==> src/rtl/dac_feed_pkg.sv <==
// dac_feed_pkg
// Shared types and constants for the DAC sample feeder.
//   SAMPLE_W      : width of one DAC sample (unsigned).
//   SHIFT_MAX     : largest legal rate_shift; also the phase counter width.
//   DEPTH_DEFAULT : default FIFO depth in samples.
//   sample_t      : one DAC sample.
//   clamp_shift() : limits a requested rate_shift to a maximum.
package dac_feed_pkg;

  localparam int SAMPLE_W      = 8;
  localparam int SHIFT_MAX     = 15;
  localparam int DEPTH_DEFAULT = 8;

  typedef logic [SAMPLE_W-1:0] sample_t;

  // Requests above max_shift are clamped rather than wrapped, so an
  // out-of-range setting only gives the slowest rate.
  function automatic logic [3:0] clamp_shift(input logic [3:0] rs,
                                             input int         max_shift);
    if (int'(rs) > max_shift) begin
      return 4'(max_shift);
    end
    return rs;
  endfunction

endpackage

==> src/rtl/dac_feed_fifo.sv <==
// dac_feed_fifo
// Synchronous FIFO holding samples between the input stream and the
// rate-controlled output stage. The head entry is presented at all times
// (show-ahead) so the consumer can load it into its own register on pop.
// Ports:
//   clk, rst_n        : clock, asynchronous active-low reset
//   push, wr_data     : write request and data (ignored while full)
//   pop               : remove head entry (ignored while empty)
//   rd_data           : current head entry
//   full, empty       : occupancy flags
//   level             : number of stored entries, 0..DEPTH
module dac_feed_fifo #(
  parameter int  DEPTH  = dac_feed_pkg::DEPTH_DEFAULT,
  parameter type elem_t = dac_feed_pkg::sample_t
) (
  input  logic                   clk,
  input  logic                   rst_n,
  input  logic                   push,
  input  elem_t                  wr_data,
  input  logic                   pop,
  output elem_t                  rd_data,
  output logic                   full,
  output logic                   empty,
  output logic [$clog2(DEPTH):0] level
);

  localparam int AW = $clog2(DEPTH);

  // Pointers carry one extra MSB so that equal indices can be told apart
  // as either empty (MSBs equal) or full (MSBs differ).
  logic [AW:0] wr_ptr_reg, wr_ptr_next;
  logic [AW:0] rd_ptr_reg, rd_ptr_next;
  logic        push_ok, pop_ok;

  elem_t mem [DEPTH];

  assign empty   = (wr_ptr_reg == rd_ptr_reg);
  assign full    = (wr_ptr_reg[AW] != rd_ptr_reg[AW]) &&
                   (wr_ptr_reg[AW-1:0] == rd_ptr_reg[AW-1:0]);
  assign push_ok = push && !full;
  assign pop_ok  = pop && !empty;
  assign level   = wr_ptr_reg - rd_ptr_reg;
  assign rd_data = mem[rd_ptr_reg[AW-1:0]];

  always_comb begin
    wr_ptr_next = wr_ptr_reg;
    rd_ptr_next = rd_ptr_reg;
    if (push_ok) wr_ptr_next = wr_ptr_reg + (AW+1)'(1);
    if (pop_ok)  rd_ptr_next = rd_ptr_reg + (AW+1)'(1);
  end

  always_ff @(posedge clk or negedge rst_n) begin
    if (!rst_n) begin
      wr_ptr_reg <= '0;
      rd_ptr_reg <= '0;
    end else begin
      wr_ptr_reg <= wr_ptr_next;
      rd_ptr_reg <= rd_ptr_next;
    end
  end

  // Storage carries no reset; only the pointers define validity.
  always_ff @(posedge clk) begin
    if (push_ok) begin
      mem[wr_ptr_reg[AW-1:0]] <= wr_data;
    end
  end

endmodule

==> src/rtl/dac_sample_feeder.sv <==
// dac_sample_feeder
// Rate-controlled sample source feeding the 8-bit delta-sigma DAC. Samples
// arrive on a valid/ready stream, are buffered in a FIFO and released one
// per sample period of 2^rate_shift enabled clock cycles.
// Build option: define DAC_FEED_INTERP_EN to compile in linear
// interpolation between consecutive samples; otherwise the output is a
// zero-order hold of the most recently released sample.
// Ports:
//   clk, rst_n         : clock, asynchronous active-low reset
//   s_data, s_valid    : input sample stream
//   s_ready            : FIFO not full
//   enable             : run the sample clock (phase/output freeze when low)
//   rate_shift         : period = 2^rate_shift cycles, clamped to SHIFT_MAX,
//                        latched at each sample boundary
//   clr_underrun       : clear the sticky underrun flag
//   data_out           : registered sample to the DAC
//   underrun           : sticky, a boundary found the FIFO empty
//   level              : FIFO occupancy
//   tick               : one-cycle pulse on each sample boundary
module dac_sample_feeder #(
  parameter int DEPTH     = dac_feed_pkg::DEPTH_DEFAULT,
  parameter int SHIFT_MAX = dac_feed_pkg::SHIFT_MAX
) (
  input  logic                   clk,
  input  logic                   rst_n,
  input  dac_feed_pkg::sample_t  s_data,
  input  logic                   s_valid,
  output logic                   s_ready,
  input  logic                   enable,
  input  logic [3:0]             rate_shift,
  input  logic                   clr_underrun,
  output dac_feed_pkg::sample_t  data_out,
  output logic                   underrun,
  output logic [$clog2(DEPTH):0] level,
  output logic                   tick
);

  import dac_feed_pkg::*;

  localparam int PW = SHIFT_MAX;

  logic [PW-1:0] phase_reg, phase_next;
  logic [PW-1:0] period_last;
  logic [3:0]    rs_reg, rs_next;
  sample_t       target_reg, target_next;
  sample_t       data_out_reg, data_out_next;
  logic          underrun_reg, underrun_next;
  logic          tick_int;

  logic          fifo_full, fifo_empty, fifo_pop;
  sample_t       fifo_head;

  dac_feed_fifo #(
    .DEPTH  (DEPTH),
    .elem_t (sample_t)
  ) u_fifo (
    .clk     (clk),
    .rst_n   (rst_n),
    .push    (s_valid),
    .wr_data (s_data),
    .pop     (fifo_pop),
    .rd_data (fifo_head),
    .full    (fifo_full),
    .empty   (fifo_empty),
    .level   (level)
  );

  // P-1 as a mask of rs ones; for rs == PW this is all ones.
  assign period_last = ~({PW{1'b1}} << rs_reg);
  assign tick_int    = enable && (phase_reg == period_last);
  assign fifo_pop    = tick_int && !fifo_empty;

  always_comb begin
    phase_next    = phase_reg;
    rs_next       = rs_reg;
    target_next   = target_reg;
    underrun_next = underrun_reg;
    if (clr_underrun) underrun_next = 1'b0;
    if (enable) begin
      if (tick_int) begin
        phase_next = '0;
        rs_next    = clamp_shift(rate_shift, SHIFT_MAX);
        if (!fifo_empty) begin
          target_next = fifo_head;
        end else begin
          // Listed after the clear so a coincident event keeps the flag set.
          underrun_next = 1'b1;
        end
      end else begin
        phase_next = phase_reg + PW'(1);
      end
    end
  end

`ifdef DAC_FEED_INTERP_EN
  localparam int PRODW = SAMPLE_W + PW + 1;

  sample_t                  prev_reg, prev_next;
  logic signed [SAMPLE_W:0] delta;
  logic signed [PRODW-1:0]  delta_ext, phase_ext, prod, step;

  assign prev_next = tick_int ? target_reg : prev_reg;

  // Signed step scaled by phase/P. The arithmetic shift floors, which for
  // a falling ramp still never undershoots target because phase < P.
  assign delta     = $signed({1'b0, target_reg}) - $signed({1'b0, prev_reg});
  assign delta_ext = {{(PRODW-SAMPLE_W-1){delta[SAMPLE_W]}}, delta};
  assign phase_ext = {{(PRODW-PW){1'b0}}, phase_reg};
  assign prod      = delta_ext * phase_ext;
  assign step      = prod >>> rs_reg;
  // The true sum lies in [0,255], so modulo-256 addition is exact.
  assign data_out_next = prev_reg + step[SAMPLE_W-1:0];

  always_ff @(posedge clk or negedge rst_n) begin
    if (!rst_n) prev_reg <= '0;
    else        prev_reg <= prev_next;
  end
`else
  assign data_out_next = target_reg;
`endif

  // data_out follows state that already holds while disabled, so it
  // settles and then holds too.
  always_ff @(posedge clk or negedge rst_n) begin
    if (!rst_n) begin
      phase_reg    <= '0;
      rs_reg       <= '0;
      target_reg   <= '0;
      underrun_reg <= 1'b0;
      data_out_reg <= '0;
    end else begin
      phase_reg    <= phase_next;
      rs_reg       <= rs_next;
      target_reg   <= target_next;
      underrun_reg <= underrun_next;
      data_out_reg <= data_out_next;
    end
  end

  assign s_ready  = !fifo_full;
  assign tick     = tick_int;
  assign data_out = data_out_reg;
  assign underrun = underrun_reg;

endmodule
==> config.mk <==
export PLATFORM = sky130hd
export DESIGN_NAME = dac_sample_feeder
export DESIGN_NICKNAME = d
export VERILOG_FILES = /design/src/rtl/dac_feed_pkg.sv /design/src/rtl/dac_feed_fifo.sv /design/src/rtl/dac_sample_feeder.sv
export SDC_FILE = /design/constraint.sdc
export NUM_CORES = 1
export LEC_CHECK = 0
export ABC_AREA = 1
export CAP_MARGIN = 20
export CORE_UTILIZATION = 35
export CTS_BUF_LIST = sky130_fd_sc_hd__clkbuf_8 sky130_fd_sc_hd__clkbuf_16
export DETAILED_ROUTE_END_ITERATION = 10
export DONT_BUFFER_PORTS = 1
export GPL_ROUTABILITY_DRIVEN = 0
export GPL_TIMING_DRIVEN = 0
export PLACE_DENSITY = 0.51
export SLEW_MARGIN = 25
export SYNTH_ARGS = -nofsm -noshare
export SYNTH_HDL_FRONTEND = slang
export SYNTH_SLANG_ARGS = --single-unit
==> constraint.sdc <==
create_clock -name clk -period 3.1 [get_ports clk]
set_input_delay 0.62 -clock clk [delete_from_list [all_inputs] [get_ports clk]]
set_output_delay 0.62 -clock clk [all_outputs]
set_load 0.03 [all_outputs]
---- Word level (Yosys, flattened, before mapping) ----
Memory sizes are Yosys's and may differ from the RTL's. A register that Yosys moved wholly into a read port is not among the register bits.
Index checks and enable logic that the tools add are counted.
word-level totals
  flip-flop bits (word level) ............. 36
  latch bits .............................. 0
  bits in writable memories ............... 64
  ROM bits ................................ 0
  input bits .............................. 17
  output and inout bits ................... 15
  logic and storage cells ................. 35
  memories ................................ 1
memories
  name        depth  bits a word  read ports  clocked after memory_dff  wr ports  RTL line             text
  u_fifo.mem  8      8            1           1                         1         dac_feed_fifo.sv:35  elem_t mem [DEPTH];
cells by class
  add/subtract/negate cells ............... 4
  multiply operators ...................... 0
  divide/modulo/power cells ............... 0
  order comparisons ....................... 0
  eq/ne operators ......................... 4
  shift operators ......................... 1
  mux-type cells .......................... 7
  bitwise gates (word level) .............. 2
  reductions and logical operators ........ 10
operators with widths
  cell                     number
  $add A15 B1 Y15 const B  1
  $eq A15 B15 Y1           1
  $mux W15                 1
  $not A15 Y15             1
  $shl A15 B4 Y15 const A  1
  $add A4 B1 Y4 const B    2
  $mux W1                  6
  $logic_and A1 B1 Y1      5
  $eq A4 B4 Y1             1
  $sub A4 B4 Y4            1
  $eq A3 B3 Y1             1
  $logic_not A1 Y1         3
  $reduce_and A3 Y1        1
  $reduce_and A2 Y1        1
  $ne A1 B1 Y1             1
  $not A1 Y1               1

---- Longest topological paths before layout ----
  depth after elaboration ................. 6
  gate-level depth with buffers ........... 13
  gate-level depth less buffers ........... 12

---- Hierarchy ----
From an unflattened synthesis, not the netlist that was laid out.
unflattened totals
  cells, all modules ...................... 643
  area, all modules ....................... 5441.5 µm²
modules (own cells, without submodules)
  module             instances  cells each  area an instance (µm²)  sequential area each (µm²)
  dac_feed_fifo      1          372         3473.3                  2122.0
  dac_sample_feeder  1          271         1968.1                  900.9

---- Least setup slack after synthesis ----
OpenSTA, ideal clock, no wires.
  kind .................................... register -> register
  from .................................... register u_fifo.rd_ptr_reg[2]
  to ...................................... memory u_fifo.mem[7][0] in the netlist's numbering, enable pin
  library setup time ...................... 0.375 ns
  arrival ................................. 2.235 ns
  required time ........................... 2.725 ns
  slack ................................... 0.491 ns
  stages on the path, launching flop included .. 11
  buffers on the path ..................... 1
  period minus slack after synthesis ...... 2.609 ns
  cells stage by stage .................... dfrtp_1 > clkinv_1 > clkbuf_1 > ha_1 > nand2_1 > nor2_1 > nand2_1 > nand2_1 > inv_1 > nand2_1 > nor2_1
between the ends
  cells in the longest elaborated chain, start to end .. 6
RTL lines
  element                        RTL line                 text
  start: declaration             dac_feed_fifo.sv:32      logic [AW:0] rd_ptr_reg, rd_ptr_next;
  start signal: assignment       dac_feed_fifo.sv:58      rd_ptr_reg <= rd_ptr_next;
  $eq A3 B3 Y1                   dac_feed_fifo.sv:39      (wr_ptr_reg[AW-1:0] == rd_ptr_reg[AW-1:0]);
  $logic_and A1 B1 Y1            dac_feed_fifo.sv:38      assign full = (wr_ptr_reg[AW] != rd_ptr_reg[AW]) &&
  $logic_not A1 Y1               n/a
  via s_ready                    dac_sample_feeder.sv:28  output logic s_ready,
  $logic_and A1 B1 Y1            dac_feed_fifo.sv:40      assign push_ok = push && !full;
  $mux W1                        dac_feed_fifo.sv:64      if (push_ok) begin
  $mux W1 (not written as such)  dac_feed_fifo.sv:65      mem[wr_ptr_reg[AW-1:0]] <= wr_data;
  end: declaration               dac_feed_fifo.sv:35
The timed path passes the listed nets, and every way through them passes these cells.

---- Worst setup path in the final report ----
  from .................................... register u_fifo.rd_ptr_reg[2]
  to ...................................... memory u_fifo.mem[6][0] in the netlist's numbering, enable pin
Same word-level chain as after synthesis.

==> flow_summary_export.csv <==
group,metric,value,unit
global_routing,grt_start_max_net_pins,45,
clock_tree,cts_tree,"built",
finish,diodes,0,
power,powerDensity,693.7,nW/um2
yosys,mappedNetlistNets,533,
timing,maxSlewHeadroom,52.51,%
floorplan,die_y,121.5,um
global_routing,grt_antenna_before_repair,0,
detailed_routing,drtIter0Drc,209,
yosys,ys.flop_type,"edfxtp_1",
outcome,status,"finished, final reports clean",
place,hpwl,8.253,mm
timing,setup_tns,0,ns
timing,fmax,344.9,MHz
power,switchingPower,1226,uW
finish,drive_above_1_share,9.125,%
clock_tree,root_buffer,"clkbuf_16",
detailed_routing,wire_per_inst,16.72,um
timing,rsz0062_at_grt,"no",
yosys,yosys_warnings,0,
floorplan,io-pin-count,32,
timing,fin_crit_sh,93.52,%
detailed_routing,vias_per_cell,4.960,
setup_path,crit_cells,9,
timing,worst_pin_slew,0.7072,ns
setup_path,cp_top_family,"simple AND/OR/NAND/NOR gates",
detailed_routing,postRouteAntennaNets,0,
setup_path,max_stage_delay,0.45,ns
detailed_routing,totalWireLength,11.80,mm
yosys,yosysMostFrequentCell,"nand2_1",
global_routing,track_usage,17.48,%
yosys,synth_top_area_share,38.46,%
place,place_ws,-0.3843,ns
clock_tree,cts_buffer_depth,2,
clock_tree,clock_latency,0.36,ns
clock_tree,clk_pin_slew_worst_paths,0.08,ns
power,seq_power_share,46.9,%
setup_path,timing.critical_path.to,"u_fifo.mem[6][0]$_DFFE_PP_",
global_routing,grt.overflow.total,0,
power,power.leakage,0.002412,uW
yosys,synth_commonest_cells,"139 x nand2_1, 64 x edfxtp_1, 54 x nor2_1, 44 x dfrtp_1, 38 x nand3_1",
power,switching_share,31.14,%
yosys,seq_area_frac_synth,60.49,%
global_routing,grt_pass1_wl,18.98,mm
timing,slew_viol_final,0,
floorplan,row_count,43,
power,irDropWorstVdd,363.8,uV
global_routing,grt_pass1_vias,3551,
floorplan,initial_utilization,36.00,%
timing,finalWorstSetupSlack,0.2009,ns
run,max-cap-violations,0,
timing,setup_viol,0,
setup_path,arrival,2.92,ns
timing,fin_crit,2.899,ns
power,power.total,3938,uW
setup_path,cp_num_buf_inv,2,
setup_path,r2r_end,"u_fifo.mem[6][0]$_DFFE_PP_",
timing,final.setup_skew,0.01055,ns
power,pwr-share-clk,31.7,%
setup_path,critPathCaptureType,"flop",
setup_path,crit_required,3.12,ns
setup_path,crit_path_start,"u_fifo.rd_ptr_reg[2]$_DFFE_PN0P_",
finish,area_delta_synth_final,13.60,%
finish,largest_reg_flops,64,
setup_path,path_cells,"clkinvlp_4, ha_1, nand2_1, nor2_1, nand2_1, nand2_1, inv_1, nand2_1, nor2_4",
yosys,synth.avg_cell_area,9.818,um2
clock_tree,h-tree-depth,3,
setup_path,cp_common_cell,"nand2_1",
timing,hold_viol_final,0,
yosys,synth_top_area_cell,"edfxtp_1",
timing,whs,0.1016,ns
floorplan,die_area,14760,um2
place,port_buffers,0,
clock_tree,numCtsBuffers,9,
floorplan,fp.dieW,121.5,um
finish,fin_nets,545,
yosys,synth_cell_types,36,
yosys,synth_seq_cells,108,
setup_path,r2r_slack,0.20,ns
detailed_routing,drtPass1Iterations,4,
finish,n_fill_cell,1389,
yosys,synth_cells,509,
clock_tree,cts_sinks,108,
yosys,async_reset_ff_share,40.74,%
setup_path,crit_fanout,17,
setup_path,start_kind,"flop",
yosys,synth_enable_flop_cells,64,
worst_hold_path,hold_path.class,"primary input to async pin",
yosys,netlist_top_cells_area,"edfxtp_1 38%, dfrtp_1 22%, nand2_1 10%",
detailed_routing,vias,3502,
detailed_routing,drt_drc_violations_left,0,
setup_path,reg2reg_depth,9,
setup_path,path_class,"flop to flop",
power,p_comb_share,21.5,%
setup_path,slowest_stage,"dfrtp_1",
floorplan,coreArea,13880,um2
yosys,synthesis.area,4997,um2
power,internal_power,2711,uW
setup_path,rr_startpoint,"u_fifo.rd_ptr_reg[2]$_DFFE_PN0P_",
==> worst min-delay path by stage <==
stage	end	slack, ns	cells past startpoint
global route	u_fifo.wr_ptr_reg[1]$_DFFE_PN0P_	0.10	1
CTS	u_fifo.wr_ptr_reg[1]$_DFFE_PN0P_	0.11	1
floorplan	data_out[0]$_DFF_PN0_	0.32	0
global placement	phase_reg[4]$_DFFE_PN0P_	0.33	0
detailed placement	phase_reg[4]$_DFFE_PN0P_	0.33	0
finish	u_fifo.wr_ptr_reg[1]$_DFFE_PN0P_	0.10	1
==> per-layer routing <==
metal | up-vias | GRT usage, % | part of all wire [%]
met5 | - | 0 | 0
met4 | 0 | 4.321 | 0.90
met3 | 7 | 5.075 | 5.2
met2 | 62 | 31.82 | 53
met1 | 1707 | 19.87 | 40
li1 | 1726 | - | -
==> layout make-up <==
cell class                 count  area (um2)  area share, %
sequential                   108        3023          53.25
clock inverter                 7       97.59          1.719
timing repair buffer           3       67.56          1.190
multi-input combinational    344        1804          31.78
inverter                      39       150.1          2.645
buffer                        16       83.83          1.477
tap                          180       225.2          3.967
clock buffer                   9       225.2          3.967
==> logic make-up after synthesis <==
logic type | count (synthesis) | share of synthesized area (%)
buffers and inverters | 57 | 4.757
AO/OA/AOI/OAI | 66 | 7.762
AND/OR/NAND/NOR | 254 | 21.96
flip-flops | 108 | 60.49
XOR/XNOR | 17 | 3.130
adder cells (fa/ha/maj) | 7 | 1.903
==> per-stage QoR <==
step,instances,cell area (um2),util [%]
floorplan,509,4997,-
finish,706,5677,40.90
global route,706,5677,40.90
detailed placement,689,5223,37.62
global placement,689,5223,37.62
CTS,705,5607,40.39
==> placed cells by master (no fill, tap or decap), types with 9 or more instances in the layout <==
cell,instances
nand2_1,139
edfxtp_1,64
nor2_1,46
dfrtp_1,44
nand3_1,38
inv_1,35
o21ai_0,30
xor2_1,13
clkbuf_1,11
a21oi_1,11
nor2_4,10
o22ai_1,9
clkbuf_16,9
==> power groups by stage <==
| stage | clock network [uW] | logic, uW | registers [uW] |
|---|---|---|---|
| after floorplan | 0 | 585 | 1840 |
| after global placement | 0 | 725 | 1870 |
| after detailed placement | 0 | 738 | 1880 |
| after CTS | 1280 | 799 | 1850 |
| after global routing | 1330 | 943 | 1870 |
| final | 1250 | 845 | 1850 |
==> worst register-to-register path, stage by stage, from the launching register on <==
cell,delay [ns]
dfrtp_1,0.45
clkinvlp_4,0.33
ha_1,0.43
nand2_1,0.09
nor2_1,0.06
nand2_1,0.28
nand2_1,0.14
inv_1,0.15
nand2_1,0.28
nor2_4,0.36
==> repair_timing <==
item,4_1_cts,5_1_grt
resized for setup,11,7
hold endpoints to repair,44,0
hold buffers,1,0
setup buffers,0,2
pin swaps,0,2
endpoints found under the setup margin,66,66
Power figures use the tool's default switching activity.
